$ cat config.mk
export PLATFORM = sky130hd
export DESIGN_NAME = mult_share_arb
export DESIGN_NICKNAME = d
export VERILOG_FILES = /design/src/rtl/mult_share_arb.sv
export SDC_FILE = /design/constraint.sdc
export NUM_CORES = 1
export LEC_CHECK = 0
export CAP_MARGIN = 0
export CORE_MARGIN = 8
export CORE_UTILIZATION = 40
export CTS_CLUSTER_DIAMETER = 60
export CTS_CLUSTER_SIZE = 30
export DETAILED_ROUTE_END_ITERATION = 10
export GPL_ROUTABILITY_DRIVEN = 0
export HOLD_SLACK_MARGIN = 0.12
export PLACE_DENSITY = 0.81
export SYNTH_ARGS = -nofsm -noshare
export SYNTH_HDL_FRONTEND = slang
export SYNTH_SLANG_ARGS = --single-unit
$ cat constraint.sdc
create_clock -name clk -period 2.62 [get_ports clk]
set_clock_uncertainty 0.2 [all_clocks]
set_input_delay 0.524 -clock clk [delete_from_list [all_inputs] [get_ports clk]]
set_output_delay 0.524 -clock clk [all_outputs]
set_load 0.005 [all_outputs]
$ cat src/rtl/mult_share_arb.sv
// Round-robin arbiter that time-shares one shift-add multiplier among NREQ requesters.
// Issues init, waits for done (with watchdog), returns the product, then drains the held done.
module mult_share_arb #(
  parameter int NREQ    = 4,
  parameter int W       = 16,
  parameter int TIMEOUT = 255
) (
  input  logic              clk,
  input  logic              rst,
  input  logic [NREQ-1:0]   req,
  input  logic [NREQ*W-1:0] a_in,
  input  logic [NREQ*W-1:0] b_in,
  output logic [NREQ-1:0]   gnt,
  output logic [2*W-1:0]    res_out,
  output logic [NREQ-1:0]   res_valid,
  output logic              err,
  output logic              busy,
  output logic [W-1:0]      mult_a,
  output logic [W-1:0]      mult_b,
  output logic              mult_init,
  output logic              mult_rst,
  input  logic              mult_done,
  input  logic [2*W-1:0]    mult_pp
);

  localparam int IW  = $clog2(NREQ);
  localparam int IW1 = IW + 1;
  localparam int TW  = 16;

  typedef enum logic [2:0] {IDLE, ISSUE, WAIT, RESULT, ABORT, DRAIN} state_t;

  state_t        state;
  logic [IW-1:0] ptr;
  logic [IW-1:0] sel;
  logic [IW-1:0] pick;
  logic [IW-1:0] sel_nxt;
  logic [IW:0]   cand;
  logic [TW-1:0] timer;

  // First asserted request at or after ptr; scanning downward lets the nearest one win.
  always_comb begin
    pick = '0;
    cand = '0;
    for (int k = NREQ - 1; k >= 0; k--) begin
      cand = {1'b0, ptr} + IW1'(k);
      if (cand >= IW1'(NREQ)) cand = cand - IW1'(NREQ);
      if (req[cand[IW-1:0]]) pick = cand[IW-1:0];
    end
  end

  assign sel_nxt = (sel == IW'(NREQ - 1)) ? '0 : sel + 1'b1;

  always_ff @(posedge clk) begin
    if (rst) begin
      state     <= IDLE;
      ptr       <= '0;
      sel       <= '0;
      timer     <= '0;
      gnt       <= '0;
      res_out   <= '0;
      res_valid <= '0;
      err       <= 1'b0;
      busy      <= 1'b0;
      mult_a    <= '0;
      mult_b    <= '0;
      mult_init <= 1'b0;
      mult_rst  <= 1'b1;
    end else begin
      mult_init <= 1'b0;
      mult_rst  <= 1'b0;
      err       <= 1'b0;
      res_valid <= '0;
      case (state)
        IDLE: begin
          if (|req) begin
            sel       <= pick;
            gnt       <= NREQ'(1) << pick;
            mult_a    <= a_in[pick*W +: W];
            mult_b    <= b_in[pick*W +: W];
            mult_init <= 1'b1;
            busy      <= 1'b1;
            state     <= ISSUE;
          end
        end
        ISSUE: begin
          timer <= '0;
          state <= WAIT;
        end
        WAIT: begin
          if (mult_done) begin
            res_out   <= mult_pp;
            res_valid <= gnt;
            state     <= RESULT;
          end else if (timer == TW'(TIMEOUT - 1)) begin
            err      <= 1'b1;
            mult_rst <= 1'b1;
            state    <= ABORT;
          end else begin
            timer <= timer + 1'b1;
          end
        end
        RESULT: begin
          gnt   <= '0;
          ptr   <= sel_nxt;
          state <= DRAIN;
        end
        ABORT: begin
          gnt   <= '0;
          ptr   <= sel_nxt;
          busy  <= 1'b0;
          state <= IDLE;
        end
        DRAIN: begin
          // Done is a level held for several cycles; wait it out so it is not seen as the next completion.
          if (!mult_done) begin
            busy  <= 1'b0;
            state <= IDLE;
          end
        end
        default: state <= IDLE;
      endcase
    end
  end

endmodule

[Word level (Yosys, flattened, before mapping)]
Cells that the tools add are included.
Operators by class
  add/sub/neg operators: 9
  magnitude comparators: 8
  equal/unequal tests: 12
  shift operators: 3
  mux-type cells: 34
  bitwise operators: 3
  reduce and logical (&&, ||, !) cells: 14
Operator list (number)
  $shiftx 64x7->16: 2
  $mux 16: 2
  $pmux 16 s2: 1
  $mux 2: 9
  $add 16x1->16 const B: 1
  $eq 16x8->1 const B: 1
  $pmux 3 s5: 1
  $lt 2x3->1 const B: 4
  $mux 3: 4
  $mux 1: 10
  $ge 3x3->1 const B: 3
  $reduce_and 3->1: 3
  $bmux 1 s2: 4
  $ne 2x2->1 const B: 4
  $pmux 4 s2: 1
  $sub 2x1->2 const B: 4
  $add 2x2->3 const B: 2
  $eq 3x2->1 const B: 2
  $eq 3x3->1 const B: 2
  $reduce_and 2->1: 3
  $mux 4: 1
  $reduce_bool 2->1: 2
  $reduce_or 2->1: 2
  $reduce_or 4->1: 1
  12 further kinds: 14
Storage, ports and cells
  register bits: 99
  output and inout port bits: 76
  word-level logic and storage cells: 96

[Logic depth before layout (Yosys ltp)]
  depth after elaboration: 12
  gate-level depth with buffers: 8
  gate-level depth less buffers: 7

[Worst setup path after synthesis]
No wires, ideal clock.
  path kind: input-to-reg
  start: input port mult_done
  end: register timer[13]
  setup time: 71 ps
  data arrival time: 1882 ps
  data required time: 2349 ps
  setup slack: 467 ps
  stages on the path: 7
  path buffers: 2
  cell sequence: clkbuf_1 -> nor4b_4 -> nand2_2 -> a2bb2oi_1 -> buf_6 -> or3_1 -> a21oi_1
Between the ends
  word-level cells in the longest chain between the ends: 2
RTL lines
  from (decl): line 22  | input logic mult_done,
  $ne 2x2->1 (no line)
  $reduce_and 3->1 (no line)
  to (signal assigned): line 99  | timer <= timer + 1'b1;
  to (decl): line 38  | logic [TW-1:0] timer;
Every way passes these cells.
A chain may end at the register's enable or synchronous reset.

[Final worst setup path]
  start: input port req[1]
  end: register mult_a[10]
Between the ends
  word-level cells in the longest chain between the ends: 7
RTL lines
  from (decl): line 10  | input logic [NREQ-1:0] req,
  $bmux 1 s2: line 47  | if (req[cand[IW-1:0]]) pick = cand[IW-1:0];
  $mux 1 (not written as such): line 47
  $mux 2 (4 in series): line 47
  $shiftx 64x7->16: line 78  | mult_a <= a_in[pick*W +: W];
  to (signal assigned): line 78
  to (decl): line 18  | output logic [W-1:0] mult_a,
Several ways; a longest one is shown, not always the timed one. The select of a mux whose other input is x is not followed.

==> reports/qor.yml <==
run_status:
  status: "finished, final reports clean"
sta:
  hold_violations: 0
  fin_crit_ns: 2.40
  fmax_ghz: 0.417
  tightest_slew_ns: 0.498
  period_share: 0.916
  slew_violations: 0
  rsz0062_at_grt: "false"
  fin_tns_setup_ns: 0
  finalSetupViolCount: 0
  setup_ws_ns: 0.220
  slew_headroom: 0.668
detailed_routing:
  wl_per_cell_um: 17.9
  drtIter0Drc: 259
  viasPerCell: 5.45
  drc: 0
  num_vias: 5313
  ant_nets: 0
  totalWireLength_um: 17400
  drtPass1Iterations: 4
grt:
  track_usage: 0.215
  grt_pass1_wl_um: 27800
  grt_max_degree: 35
  overflow: 0
  antenna_found_initial: 0
  grt_pass1_vias: 5615
synth:
  synth.avg_cell_area_sq_um: 8.07
  synth_area_leaders: "dfxtp_1 (42%), nand2_1 (11%), a311oi_1 (5.9%), a21oi_1 (5.5%), a211oi_1 (5.2%)"
  ys_seq_area_frac: 0.416
  synth_top_area_frac: 0.416
  synth_edf_count: 0
  netlist_area_sq_um: 4760
  synthFlopType: "dfxtp_1"
  syn_nets: 760
  yosys_warnings: 0
  synthArstFlopShare: 0
  yosysTopAreaCell: "dfxtp_1"
  ys_types: 47
  synth-seq-cells: 99
  syn_inst: 590
finish:
  drive_above_1_share: 0.0713
  layout_commonest_cell: "clkdlybuf4s50_1"
  layout_common_cells: "clkdlybuf4s50_1 (241), nand2_1 (144), dfxtp_1 (99), a21oi_1 (51), and3_1 (34)"
  antenna_cells: 0
  nNetsFinal: 992
  syn2layout_area_growth_pct: 62.8
  postLayoutCoreUtil: 0.656
  fillers: 968
floorplan:
  die_area_sq_um: 15600
  rows: 40
  die_y_um: 125
  core_area_sq_um: 11800
  initial_utilization: 0.403
  die_w_um: 125
  pin_count: 243
placed_design:
  io_buffers: 242
  pre_cts_slack_ns: -0.208
  dp_hpwl_um: 13800
job:
  max-cap-violations: 0
clock_tree:
  cts_max_path_buffers: 2
  clk_latency_ns: 0.34
  cts_tree: "yes"
  cts_max_level: 3
  path_clk_slew_ns: 0.07
  cts-root-buf: "clkbuf_16"
  cts_sinks: 99
  numCtsBuffers: 9
  hold_buffers: 0
setup_path:
  path_class: "input pin to flop"
  start_kind: "input pin"
  worstPathCellList: "clkdlybuf4s50_1 -> a21boi_0 -> o32a_2 -> and2_1 -> buf_4 -> nand2_1 -> a311oi_1"
  cp.required_ns: 2.64
  endpoint_kind: "flop"
  path_max_fanout: 11
  arrival_ns: 2.42
  cp_slowest_stage_delay_ns: 0.54
  cp_slowest_cell: "clkdlybuf4s50_1"
pwr:
  power_density_nw_per_um2: 613
  p_leak_uw: 0.00287
  vdd_ir_drop_max_mv: 0.314
worst_hold_path:
  hold_path_class: "flop to flop"
state kept, by name (all words and copies together), names as in the netlist:
name and flops:
busy 1, err 1, gnt 4, mult_a 16, mult_b 16, mult_init 1
mult_rst 1, ptr 2, res_out 32, res_valid 4, sel 2, state 3
timer 16
cells in the mapped netlist, types with 3 or more instances:
| cell | number |
|---|---|
| nand2_1 | 145 |
| dfxtp_1 | 99 |
| a21oi_1 | 52 |
| and3_1 | 34 |
| clkbuf_1 | 34 |
| a211oi_1 | 33 |
| o21bai_1 | 33 |
| a311oi_1 | 32 |
| nor2_1 | 19 |
| o21ai_0 | 11 |
| or3_1 | 11 |
| buf_2 | 9 |
| nand3_1 | 9 |
| inv_1 | 7 |
| and2_1 | 5 |
| buf_4 | 4 |
| nand4_1 | 4 |
| a2bb2oi_1 | 3 |
| and4_1 | 3 |
| buf_6 | 3 |
| ha_1 | 3 |
| mux2i_1 | 3 |
| nor3_1 | 3 |
metal layers:
metal,track usage,wire length [um]
met5,0,0
met4,0.108,705
met3,0.0773,1370
met2,0.400,9020
met1,0.206,6330
worst max-delay path, delay by kind of cell:
kind,cells,cell delay (ns)
AO/OA/AOI/OAI,3,0.84
buffers and inverters,2,0.74
AND/OR/NAND/NOR,2,0.31
power by group:
part / internal (uW) / switching (uW)
clock: 789 / 605
sequential: 1680 / 116
combinational: 867 / 690
worst paths after layout:
check | start | slack [ns] | cells after the start | to
worst min-delay path | res_out[19] | 0.26 | 2 | res_out[19]
worst min register to register | res_out[19] | 0.26 | 2 | res_out[19]
worst max register to register | timer[0] | 0.32 | 7 | timer[13]
worst max-delay path | req[1] | 0.22 | 7 | mult_a[10]
timing repair:
| action | in CTS | in global routing |
|---|---|---|
| resized for setup | 0 | 3 |
| setup endpoints to repair | 0 | 8 |
| buffers inserted | 0 | 0 |
final cells by class:
class / count / area [sq um] / share of cell area
multi-input combinational: 434 / 2530 / 0.326
tap: 147 / 184 / 0.0237
inverter: 7 / 26.3 / 0.00339
clock buffer: 10 / 239 / 0.0308
clock inverter: 6 / 78.8 / 0.0102
timing repair buffer: 271 / 2710 / 0.350
sequential: 99 / 1980 / 0.256
cell families (layout without fill, tap and decap cells):
| group | after synthesis | count (layout) | share of synthesized area |
|---|---|---|---|
| simple gates | 251 | 251 | 0.256 |
| buf+inv | 57 | 294 | 0.0552 |
| compound gates | 173 | 173 | 0.251 |
| xor+xnor | 4 | 4 | 0.00736 |
| flops | 99 | 99 | 0.416 |
| mux | 3 | 3 | 0.00631 |
| fa+ha+maj | 3 | 3 | 0.00789 |
through the flow:
step | instance area (sq um) | hold WS [ns] | instances | power [uW]
after detailed placement | 7420 | 0.246 | 958 | 3380
final | 7750 | 0.256 | 974 | 4750
after CTS | 7740 | 0.257 | 974 | 4780
after global routing | 7750 | 0.276 | 974 | 4990
after floorplan | 4760 | 0.240 | 590 | 2490
after global placement | 7420 | 0.242 | 958 | 3340
Power figures use the tool's default switching activity.
